[src/rtl/rect_plotter.sv]
// rtl/rect_plotter.sv - rectangle fill/outline/clear pixel-stream generator for vga_adapter
module rect_plotter #(
  parameter int X_WIDTH      = 8,
  parameter int Y_WIDTH      = 7,
  parameter int COLOUR_WIDTH = 3,
  parameter int SCREEN_W     = 160,
  parameter int SCREEN_H     = 120
) (
  input  logic                    Clock,
  input  logic                    Reset,
  input  logic                    Start,
  input  logic [1:0]              Mode,
  input  logic [X_WIDTH-1:0]      X0,
  input  logic [Y_WIDTH-1:0]      Y0,
  input  logic [X_WIDTH-1:0]      W,
  input  logic [Y_WIDTH-1:0]      H,
  input  logic [COLOUR_WIDTH-1:0] ColourIn,
  input  logic                    Hold,
  output logic [X_WIDTH-1:0]      X,
  output logic [Y_WIDTH-1:0]      Y,
  output logic [COLOUR_WIDTH-1:0] Colour,
  output logic                    Plot,
  output logic                    Busy,
  output logic                    Done
);

  typedef enum logic [1:0] {
    S_IDLE = 2'd0,
    S_DRAW = 2'd1,
    S_FIN  = 2'd2
  } state_e;

  // Screen limits widened by one bit so X0+dx / Y0+dy overflow stays off-screen.
  localparam logic [X_WIDTH:0]   SCR_W_EXT = (X_WIDTH+1)'(SCREEN_W);
  localparam logic [Y_WIDTH:0]   SCR_H_EXT = (Y_WIDTH+1)'(SCREEN_H);
  localparam logic [X_WIDTH-1:0] SCR_W_OP  = X_WIDTH'(SCREEN_W);
  localparam logic [Y_WIDTH-1:0] SCR_H_OP  = Y_WIDTH'(SCREEN_H);
  localparam logic [X_WIDTH-1:0] X_ONE     = X_WIDTH'(1);
  localparam logic [Y_WIDTH-1:0] Y_ONE     = Y_WIDTH'(1);

  state_e                  state_q;
  logic [X_WIDTH-1:0]      x0_q, w_q, dx_q;
  logic [Y_WIDTH-1:0]      y0_q, h_q, dy_q;
  logic [COLOUR_WIDTH-1:0] col_q;
  logic                    outline_q;
  logic [X_WIDTH-1:0]      x_q;
  logic [Y_WIDTH-1:0]      y_q;
  logic [COLOUR_WIDTH-1:0] colour_q;
  logic                    plot_q, busy_q, done_q;

  // Operands as they would be latched by a Start this cycle (clear overrides geometry).
  logic                    clear_s;
  logic [X_WIDTH-1:0]      st_x0_d, st_w_d;
  logic [Y_WIDTH-1:0]      st_y0_d, st_h_d;
  logic                    st_empty;

  // Raster successor of the pixel currently on the outputs.
  logic [X_WIDTH-1:0]      dx_d;
  logic [Y_WIDTH-1:0]      dy_d;
  logic                    last_px;

  // A pixel is drawn when it lies on screen and, for outline, on the rectangle border.
  function automatic logic pixel_visible(
    input logic [X_WIDTH-1:0] x0, dx, w,
    input logic [Y_WIDTH-1:0] y0, dy, h,
    input logic               outline
  );
    logic [X_WIDTH:0] xs;
    logic [Y_WIDTH:0] ys;
    logic             on_screen, on_edge;
    xs        = {1'b0, x0} + {1'b0, dx};
    ys        = {1'b0, y0} + {1'b0, dy};
    on_screen = (xs < SCR_W_EXT) && (ys < SCR_H_EXT);
    on_edge   = (dx == '0) || (dx == w - X_ONE) || (dy == '0) || (dy == h - Y_ONE);
    return on_screen && (!outline || on_edge);
  endfunction

  // Effective operands for an operation launched this cycle.
  always_comb begin
    clear_s  = (Mode == 2'b10);
    st_x0_d  = clear_s ? '0       : X0;
    st_y0_d  = clear_s ? '0       : Y0;
    st_w_d   = clear_s ? SCR_W_OP : W;
    st_h_d   = clear_s ? SCR_H_OP : H;
    st_empty = (st_w_d == '0) || (st_h_d == '0);
  end

  // Raster-order step: wrap dx at the right edge and move down one row.
  always_comb begin
    dx_d    = dx_q + X_ONE;
    dy_d    = dy_q;
    last_px = (dx_q == w_q - X_ONE) && (dy_q == h_q - Y_ONE);
    if (dx_q == w_q - X_ONE) begin
      dx_d = '0;
      dy_d = dy_q + Y_ONE;
    end
  end

  // Control FSM with registered pixel outputs; reset aborts silently.
  always_ff @(posedge Clock) begin
    if (Reset) begin
      state_q   <= S_IDLE;
      x0_q      <= '0;
      y0_q      <= '0;
      w_q       <= '0;
      h_q       <= '0;
      dx_q      <= '0;
      dy_q      <= '0;
      col_q     <= '0;
      outline_q <= 1'b0;
      x_q       <= '0;
      y_q       <= '0;
      colour_q  <= '0;
      plot_q    <= 1'b0;
      busy_q    <= 1'b0;
      done_q    <= 1'b0;
    end else begin
      case (state_q)
        S_IDLE: begin
          plot_q <= 1'b0;
          done_q <= 1'b0;
          if (Start) begin
            x0_q      <= st_x0_d;
            y0_q      <= st_y0_d;
            w_q       <= st_w_d;
            h_q       <= st_h_d;
            col_q     <= ColourIn;
            outline_q <= (Mode == 2'b01);
            dx_q      <= '0;
            dy_q      <= '0;
            if (st_empty) begin
              state_q <= S_FIN;
              done_q  <= 1'b1;
            end else begin
              state_q  <= S_DRAW;
              busy_q   <= 1'b1;
              x_q      <= st_x0_d;
              y_q      <= st_y0_d;
              colour_q <= ColourIn;
              plot_q   <= pixel_visible(st_x0_d, '0, st_w_d, st_y0_d, '0, st_h_d,
                                        (Mode == 2'b01));
            end
          end
        end
        S_DRAW: begin
          if (Hold) begin
            plot_q <= 1'b0;
          end else if (last_px) begin
            state_q <= S_FIN;
            plot_q  <= 1'b0;
            busy_q  <= 1'b0;
            done_q  <= 1'b1;
          end else begin
            dx_q     <= dx_d;
            dy_q     <= dy_d;
            x_q      <= x0_q + dx_d;
            y_q      <= y0_q + dy_d;
            colour_q <= col_q;
            plot_q   <= pixel_visible(x0_q, dx_d, w_q, y0_q, dy_d, h_q, outline_q);
          end
        end
        S_FIN: begin
          state_q <= S_IDLE;
          plot_q  <= 1'b0;
          busy_q  <= 1'b0;
          done_q  <= 1'b0;
        end
        default: begin
          state_q <= S_IDLE;
          plot_q  <= 1'b0;
          busy_q  <= 1'b0;
          done_q  <= 1'b0;
        end
      endcase
    end
  end

  assign X      = x_q;
  assign Y      = y_q;
  assign Colour = colour_q;
  assign Plot   = plot_q;
  assign Busy   = busy_q;
  assign Done   = done_q;

endmodule

[config.mk]
export PLATFORM = sky130hd
export DESIGN_NAME = rect_plotter
export DESIGN_NICKNAME = d
export VERILOG_FILES = /design/src/rtl/rect_plotter.sv
export SDC_FILE = /design/constraint.sdc
export NUM_CORES = 1
export LEC_CHECK = 0
export BUFFER_PORTS_ARGS = -buffer_cell sky130_fd_sc_hd__buf_2
export CORE_UTILIZATION = 45
export DETAILED_ROUTE_END_ITERATION = 16
export PLACE_DENSITY_LB_ADDON = 0.05
export SLEW_MARGIN = 20
export SYNTH_ARGS = -nofsm -noshare
export SYNTH_HDL_FRONTEND = slang
export SYNTH_SLANG_ARGS = --single-unit
[constraint.sdc]
create_clock -name Clock -period 4 [get_ports Clock]
set_input_delay 0.6 -clock Clock [delete_from_list [all_inputs] [get_ports Clock]]
set_output_delay 0.6 -clock Clock [all_outputs]
set_load 0.05 [all_outputs]
==> results, run 1 <==
- The initial utilization of the core area, before any placement, comes to 47.1%.
- The total of hold buffers inserted after clock tree synthesis is 0.
- The slowest stage of the critical path belongs to the cell a2111oi_4.
- The type of destination of the critical path is a register.
- The number of enable-type register cells in the synthesized netlist is 0.
- The post-route netlist has 21.5% of its cells at a drive strength greater than 1.
- The pin count of the biggest net entering global routing is 47.
- Counting both buffers and inverters, the worst setup path holds a total of 2.
- On the final layout, the worst clock skew is 0.0126 ns.
- On the worst path, the slowest cell contributes a delay of 0.39 ns.
- The worst-margin pin slew is 0.915 ns.
- At the end of routability-driven placement, the weighted congestion stood at 0.935.
- The placeable core region is ~0.010 mm2.
- The core occupancy in the finished layout is 54.7%.
- In the final timing run, aggregate negative setup slack is 0 ns.
- The adder-cell area share of the yosys netlist is 6.15%.
- The final layout contains 746 nets.
- The final max-slew violation count was 0.
- The clock drives 72 sinks.
- The sum of met2 wire segment lengths after detailed routing is 6480 um.
- After synthesis, the share of flip-flops with an asynchronous set or reset is 0%.
- The detailed placer's ending HPWL is 10200 um.
- OpenSTA, run right after detailed placement, puts the worst setup slack at -0.103 ns.
- Of the synthesized area, sequential elements account for 29.3%.
- By area, the combinational part of the netlist is dominated by simple AND/OR/NAND/NOR gates.
- The path class of the tightest hold or removal check is register to register.
- The number of buffer cells added on primary ports is 59.
- The repair_antennas step left the layout with diodes totalling 0.
- The library cells used most frequently in the layout, excluding fill and tap cells, are 71 x dfxtp_1, 59 x nor2_1, 59 x buf_2, 56 x a21oi_1, 53 x nand2_1.
- Counting tap cells, the placed design contains a total of 802 instances.
- The number of antenna violations at the first check in global routing came to 0.
- Once detail routing completed, the nets flagged for antenna violations numbered 0.
- Clock-pin slew was measured on the worst setup and hold paths at 0.07 ns.
- Wire segments on met3 add up to 819 um in the final route.
- The leading register cell type out of synthesis is dfxtp_1.
- The top layer reached by signal wires is met4.
- The number of setup violations in the final report is 0.
- The number of buffers added by the clock tree synthesis step is 9.
- Multiplexer cells account for 2.06% of the synthesized area.
- In this run the tightest slew margin relative to its limit is 39.0%.
- Setup slack on the critical path of the routed design comes to approximately 0.16 ns.
- The number of vias per cell after detailed routing is 5.76.
- The clock root buffer is clkbuf_8.
- In the final routing, the length of wire on met1 measures between 6000 and 7000 um.
- A synthesized cell averages 7.85 um2.
- The area overhead of the layout relative to synthesis is 16.2%.
- The launching element type of the critical path is a register.
- Summed over all cells, the static leakage comes to 2.33 nW.
- The combined global-route utilization of all metal layers is 26.1%.
- The highest achievable clock rate is 260 MHz.
- The xor/xnor cell area share of the yosys netlist is 10.4%.
- Of all nets on the critical path, the largest fanout is 7.
- The detail-routed net length per standard cell is 17.1 um.
- The die footprint is 0.0114 mm2.
- The wire length reported by the detailed router is ~14000 um.
- The simple-gate share of the synthesized area is approximately 28%.
- The total number of H-tree levels is 3.
- The die is ~110 um wide.
- Setup repair after global routing could not meet its margin everywhere.
- The number of different library cells used by synthesis comes to 67.
- The via count of the first global-routing pass is 4557.
- The cell type group with the largest total delay on the critical path is compound AO/OA/AOI/OAI gates.
- The overall via count from detail_route is roughly 4700.
- The worst setup path is of the register to register kind.
- The signal on the critical path passes through inv_2 -> ha_4 -> nor3b_4 -> and3_4 -> a2111oi_4 -> and4_4 -> nand2_8 -> xnor2_2 -> ha_2 -> inv_2 -> fa_2 -> nor2b_2 -> o21ai_1 -> nand2b_1 -> a21oi_1 -> o311a_1 -> o211a_1 -> a31oi_1 -> a21oi_1.
- The wire length of the first global-routing pass is about 23000 um.
- The cell count after synthesis came out at 628.
- Global routing finished with a remaining overflow of 0.
- The number of nets handed over by synthesis was 690.
- The worst-skew pair later-pin latency is roughly 0.37 ns.
- The run finished with clean final reports.
- The required time reported for the critical path endpoint is 4.24 ns.
- After the first detailed-routing iteration, the DRC count stood at 236.
- TritonCTS built the clock tree.
- The maximum root-to-sink buffer count is 2.
- The synthesized netlist devotes 18.1% of its cell area to compound gates.
- The period utilization is 96.1%.
- The chip height is 107 um.
- After detailed routing, the number of remaining DRC violations is 0.
- The number of placement rows is 37.
- The arrival time of the worst setup path is 4.08 ns.
- The number of I/O pins is 60.
- The total count of hold-check failures in the final report is 0.
- In this run the cell area of the synthesized design comes to 0.00493 mm2.
- The maximum VDD drop is 244 uV.
- For this run, the detailed router's first-pass iteration total came to 5.
- After layout, the minimum clock period comes to 3.84 ns.
- Max-cap violations in this run came to 0.
- For this run, the number of Yosys warnings is 0.
- The power density over the cells is 321 mW/mm2.
- The non-filler instance count after layout is 823.
- The most common cell after layout, fill and taps aside is dfxtp_1.
- The number of synthesized register bits is 72.
layer usage:
metal | vias to the layer above | track usage (%)
li1 | 2353 | -
met1 | 2232 | 35.2
met2 | 137 | 41.3
met3 | 20 | 4.13
met4 | 0 | 10.8
met5 | - | 0
area by class of cell:
cell class,instances,area (um2)
Inverter,18,67.6
Multi-Input combinational cell,488,3310
Tap cell,136,170
Sequential cell,72,1440
Fill cell,1025,4740
Clock inverter,3,18.8
Timing Repair Buffer,95,566
Clock buffer,11,151
flip-flops by register name (all words and copies together) (netlist names), 2 cells and up:
register	cells
state_q	2
x0_q	8
col_q	3
w_q	8
X	8
dy_q	7
y0_q	7
dx_q	8
Colour	3
Y	7
h_q	7
worst min-delay path, stage by stage, from the launching register on:
cell and delay (ns):
dfxtp_1 0.31, nand2_1 0.05, a21oi_1 0.05
cells in the mapped netlist, types with 5 or more instances:
cell type | n | area share [%]
nor4_1 | 8 | 1.0
nand3_1 | 41 | 4.2
clkbuf_1 | 35 | 2.7
a31oi_1 | 9 | 1.1
ha_1 | 21 | 5.3
nor2b_1 | 5 | 0.63
nand2b_1 | 9 | 1.1
a21oi_1 | 57 | 5.8
dfxtp_1 | 72 | 29
inv_1 | 18 | 1.4
nor3_1 | 26 | 2.6
or3_1 | 7 | 0.89
buf_2 | 6 | 0.61
a211oi_1 | 18 | 2.7
nor2_1 | 61 | 4.6
and3_1 | 9 | 1.1
nand2_1 | 54 | 4.1
nand4_1 | 11 | 1.4
o21ai_0 | 16 | 1.6
mux2i_1 | 9 | 1.8
nand3b_1 | 6 | 0.91
xnor2_1 | 31 | 5.5
xor2_1 | 17 | 3.0
final timing paths:
path	slack (ns)	endpoint	from	cells after the start
min	0.46	col_q[1]$_SDFFE_PP0P_	col_q[1]$_SDFFE_PP0P_	2
min reg2reg	0.46	col_q[1]$_SDFFE_PP0P_	col_q[1]$_SDFFE_PP0P_	2
max	0.16	Plot$_SDFF_PP0_	w_q[0]$_SDFFE_PP0P_	19
max reg2reg	0.16	Plot$_SDFF_PP0_	w_q[0]$_SDFFE_PP0P_	19
per-stage QoR:
step,hold WS (ns),total power [mW],area (um2)
3_3_place_gp,0.443,1.30,5400
4_1_cts,0.463,1.84,5580
5_1_grt,0.482,1.94,5730
3_5_place_dp,0.452,1.30,5400
6_report,0.460,1.84,5730
2_1_floorplan,0.432,1.17,4930
timing repair:
item | in CTS | in global routing
resized for setup | 2 | 27
setup buffers | 1 | 6
pin swaps | 0 | 11
endpoints found under the setup margin | 1 | 6
cell families after synthesis:
family	count (synthesis)
buffers and inverters	68
multiplexers	10
adder cells (fa/ha/maj)	23
XOR/XNOR	52
AND/OR/NAND/NOR	266
flip-flops	72
AO/OA/AOI/OAI	137
where the power goes:
part           switching (mW)  internal [mW]  total (mW)  leakage [nW]
registers              0.0346          0.759       0.793         0.590
logic                   0.320          0.193       0.513          1.65
clock network           0.283          0.251       0.534        0.0910
total                   0.638           1.20        1.84          2.33
Power figures use the tool's default switching activity.
==> inputs of run 2 (changes only) <==
--- a/config.mk
+++ b/config.mk
@@ -6,9 +6,10 @@
 export NUM_CORES = 1
 export LEC_CHECK = 0
 export BUFFER_PORTS_ARGS = -buffer_cell sky130_fd_sc_hd__buf_2
-export CORE_UTILIZATION = 45
+export CORE_UTILIZATION = 50
 export DETAILED_ROUTE_END_ITERATION = 16
 export PLACE_DENSITY_LB_ADDON = 0.05
+export RECOVER_POWER = 100
 export SLEW_MARGIN = 20
 export SYNTH_ARGS = -nofsm -noshare
 export SYNTH_HDL_FRONTEND = slang
==> constraint.sdc (replaced) <==
create_clock -name Clock -period 4.1 [get_ports Clock]
set_input_delay 0.615 -clock Clock [delete_from_list [all_inputs] [get_ports Clock]]
set_output_delay 0.615 -clock Clock [all_outputs]
set_load 0.05 [all_outputs]
==> results, run 2 (synthesis gave the netlist of run 1 again) <==
- The run finished, with violations left.
- The final reports fail on max-capacitance violations, max-slew violations.
- The critical path in this run is classified as register to register.
- The detail-routed net length per standard cell is about 17 um.
- The top fanout value on the critical path is 4.
- The via count of the first global-routing pass is 4474.
- The required time reported for the critical path endpoint is ~4.3 ns.
- The number of DRC markers after the initial detailed-route iteration is roughly 230.
- The maximum root-to-sink buffer count is 2.
- The most common cell after layout, fill and taps aside is dfxtp_1.
- The max capacitance violation total is 2.
- The period utilization is 96.7%.
- After detailed routing, the number of vias per cell comes to ~5.9.
- The number of antenna violations at the first check in global routing was 0.
- Entering global routing, the biggest net connects 40 pins.
- The tightest min-delay check is of the register to register type.
- After clock tree synthesis, the clock-pin slew on the worst setup and hold paths is 0.08 ns.
- The placeable core region is 0.00937 mm2.
- After detailed routing, the total wire length is 14000 um.
- The wire length of the first global-routing pass is between 20000 and 25000 um.
- The die extent in x is about 100 um.
- Once detail routing completed, the nets flagged for antenna violations numbered 0.
- Compared with the post-synthesis result, the final layout area differs by 14.2%.
- The total of hold buffers inserted after clock tree synthesis is 0.
- STA classifies the critical path startpoint as a register.
- The clock root buffer is clkbuf_8.
- Counting the fill cells in the layout gives approximately 900.
- The top cell types in the final layout, fill and taps aside, are 69 x dfxtp_1, 60 x nor2_1, 57 x a21oi_1, 53 x nand2_1, 41 x nand3_1.
- For the pin with the worst max-slew slack, the measured transition is 1.79 ns.
- The remaining design rule violation count is 0.
- The placement-stage worst setup slack is -0.0680 ns.
- The chip height is 101 um.
- The number of I/O pins is 60.
- Timing would allow up to around 250 MHz.
- Setup slack on the critical path of the routed design comes to 0.135 ns.
- The time the worst path needs with I/O delays and setup is 3.96 ns.
- The number of antenna diodes in the final layout is 0.
- The leakage dissipation is approximately 2.2 nW.
- Summed over all layers, the global routing overflow is 0.
- The register area is 0.00145 mm2.
- The type of destination of the critical path is a register.
- The die covers about 0.010 mm2.
- The CTS sink count is 72.
- The worst-case IR drop observed on VDD is 245 uV.
- The final layout contains 737 nets.
- The overall via count from detail_route is 4774.
- Of the cells placed in the final design, the portion with a size suffix greater than 1 is between 10% and 20%.
- STA puts the critical path data arrival time at 4.19 ns.
- Counting the buffers created by CTS gives 9.
- Hold is met by 0.461 ns.
- The number of placement rows is 35.
- For the final database, setup skew stands at 0.0148 ns.
- The total count of hold-check failures in the final report is 0.
- The first detailed-routing pass ran for 5 iterations.
- Summing all multi-input logic gate instances after layout gives 0.00327 mm2.
- The worst-skew pair later-pin latency is 0.36 ns.
- The final max-slew violation count is 77.
- For this run, the total global-route usage over all layers was measured as 28.1%.
- In this run the power density over the cells is ~340 mW/mm2.
- The number of buffer cells added on primary ports is 59.
- In this run the tightest slew margin relative to its limit is -19.2%.
- The TritonCTS clock tree is done.
- The detailed placer's ending HPWL is 9990 um.
- In this run the number of H-tree levels came out at 3.
- The starting density of the core is about 53%.
- Routability-driven placement finished with a final weighted congestion of between 0.9 and 1.
- Setup violations remaining at the end of the flow were counted as 0.
## run 2: changes by cell type in the layout (fill, tap and decap cells not counted), moves of 3 or more
cell	delta
clkbuf_1	+24
buf_4	-10
inv_2	-3
o21ai_0	+5
o21ai_1	-4
buf_2	-22
inv_1	+3
## run 2: worst paths after layout
check | startpoint | to | slack, ns | cells past startpoint
max | w_q[0]$_SDFFE_PP0P_ | Plot$_SDFF_PP0_ | 0.14 | 19
min reg2reg | col_q[0]$_SDFFE_PP0P_ | col_q[0]$_SDFFE_PP0P_ | 0.46 | 2
min | col_q[0]$_SDFFE_PP0P_ | col_q[0]$_SDFFE_PP0P_ | 0.46 | 2
max reg2reg | w_q[0]$_SDFFE_PP0P_ | Plot$_SDFF_PP0_ | 0.14 | 19
## run 2: power breakdown
| part | switching [mW] | internal, mW | total (mW) |
|---|---|---|---|
| clock network | 0.309 | 0.347 | 0.655 |
| registers | 0.0350 | 0.740 | 0.775 |
| logic | 0.307 | 0.179 | 0.486 |
| total | 0.650 | 1.27 | 1.92 |
## run 2: layer usage
layer / part of all wire [%] / global-route usage (%)
met5: 0 / 0
met4: 2.0 / 9.25
met3: 5.6 / 5.45
met2: 47 / 46.0
met1: 46 / 37.0
## run 2: cell type report
class,count,area share (%)
inverters,18,1.20
multi-input cells,488,58.1
flip-flops and latches,72,25.7
repair buffers,86,8.29
clock inverters,6,1.64
well taps,129,2.87
clock buffers,10,2.27
## run 2: repair_timing
item                       4_1_cts  5_1_grt
gates resized for setup          1       18
setup endpoints to repair        1        3
setup buffers                    1        5
pin swaps                        0        9
## run 2: metrics by stage
step                area (um2)  TNS [ns]  power [mW]  utilization [%]  std cells
floorplan                 4930         0        1.14                -        628
global placement          5330         0        1.25             56.8        787
detailed placement        5330   -0.0680        1.26             56.9        787
CTS                       5570         0        1.92             59.4        804
global route              5630   -0.0247        2.00             60.1        809
finish                    5630         0        1.92             60.1        809
## run 2: worst max-delay path, stage by stage, from the launching register on
cell and delay, ns:
dfxtp_2 0.34, inv_1 0.06, ha_4 0.17, nor3b_4 0.16, and3_4 0.20, a2111oi_4 0.35, and4_1 0.27, nand2_2 0.10
xnor2_2 0.22, ha_2 0.22, inv_1 0.05, fa_1 0.39, nor2b_1 0.15, o21ai_0 0.09, nand2b_1 0.14, a21oi_1 0.10
o311a_1 0.35, o211a_1 0.24, a31oi_1 0.19, a21oi_1 0.06
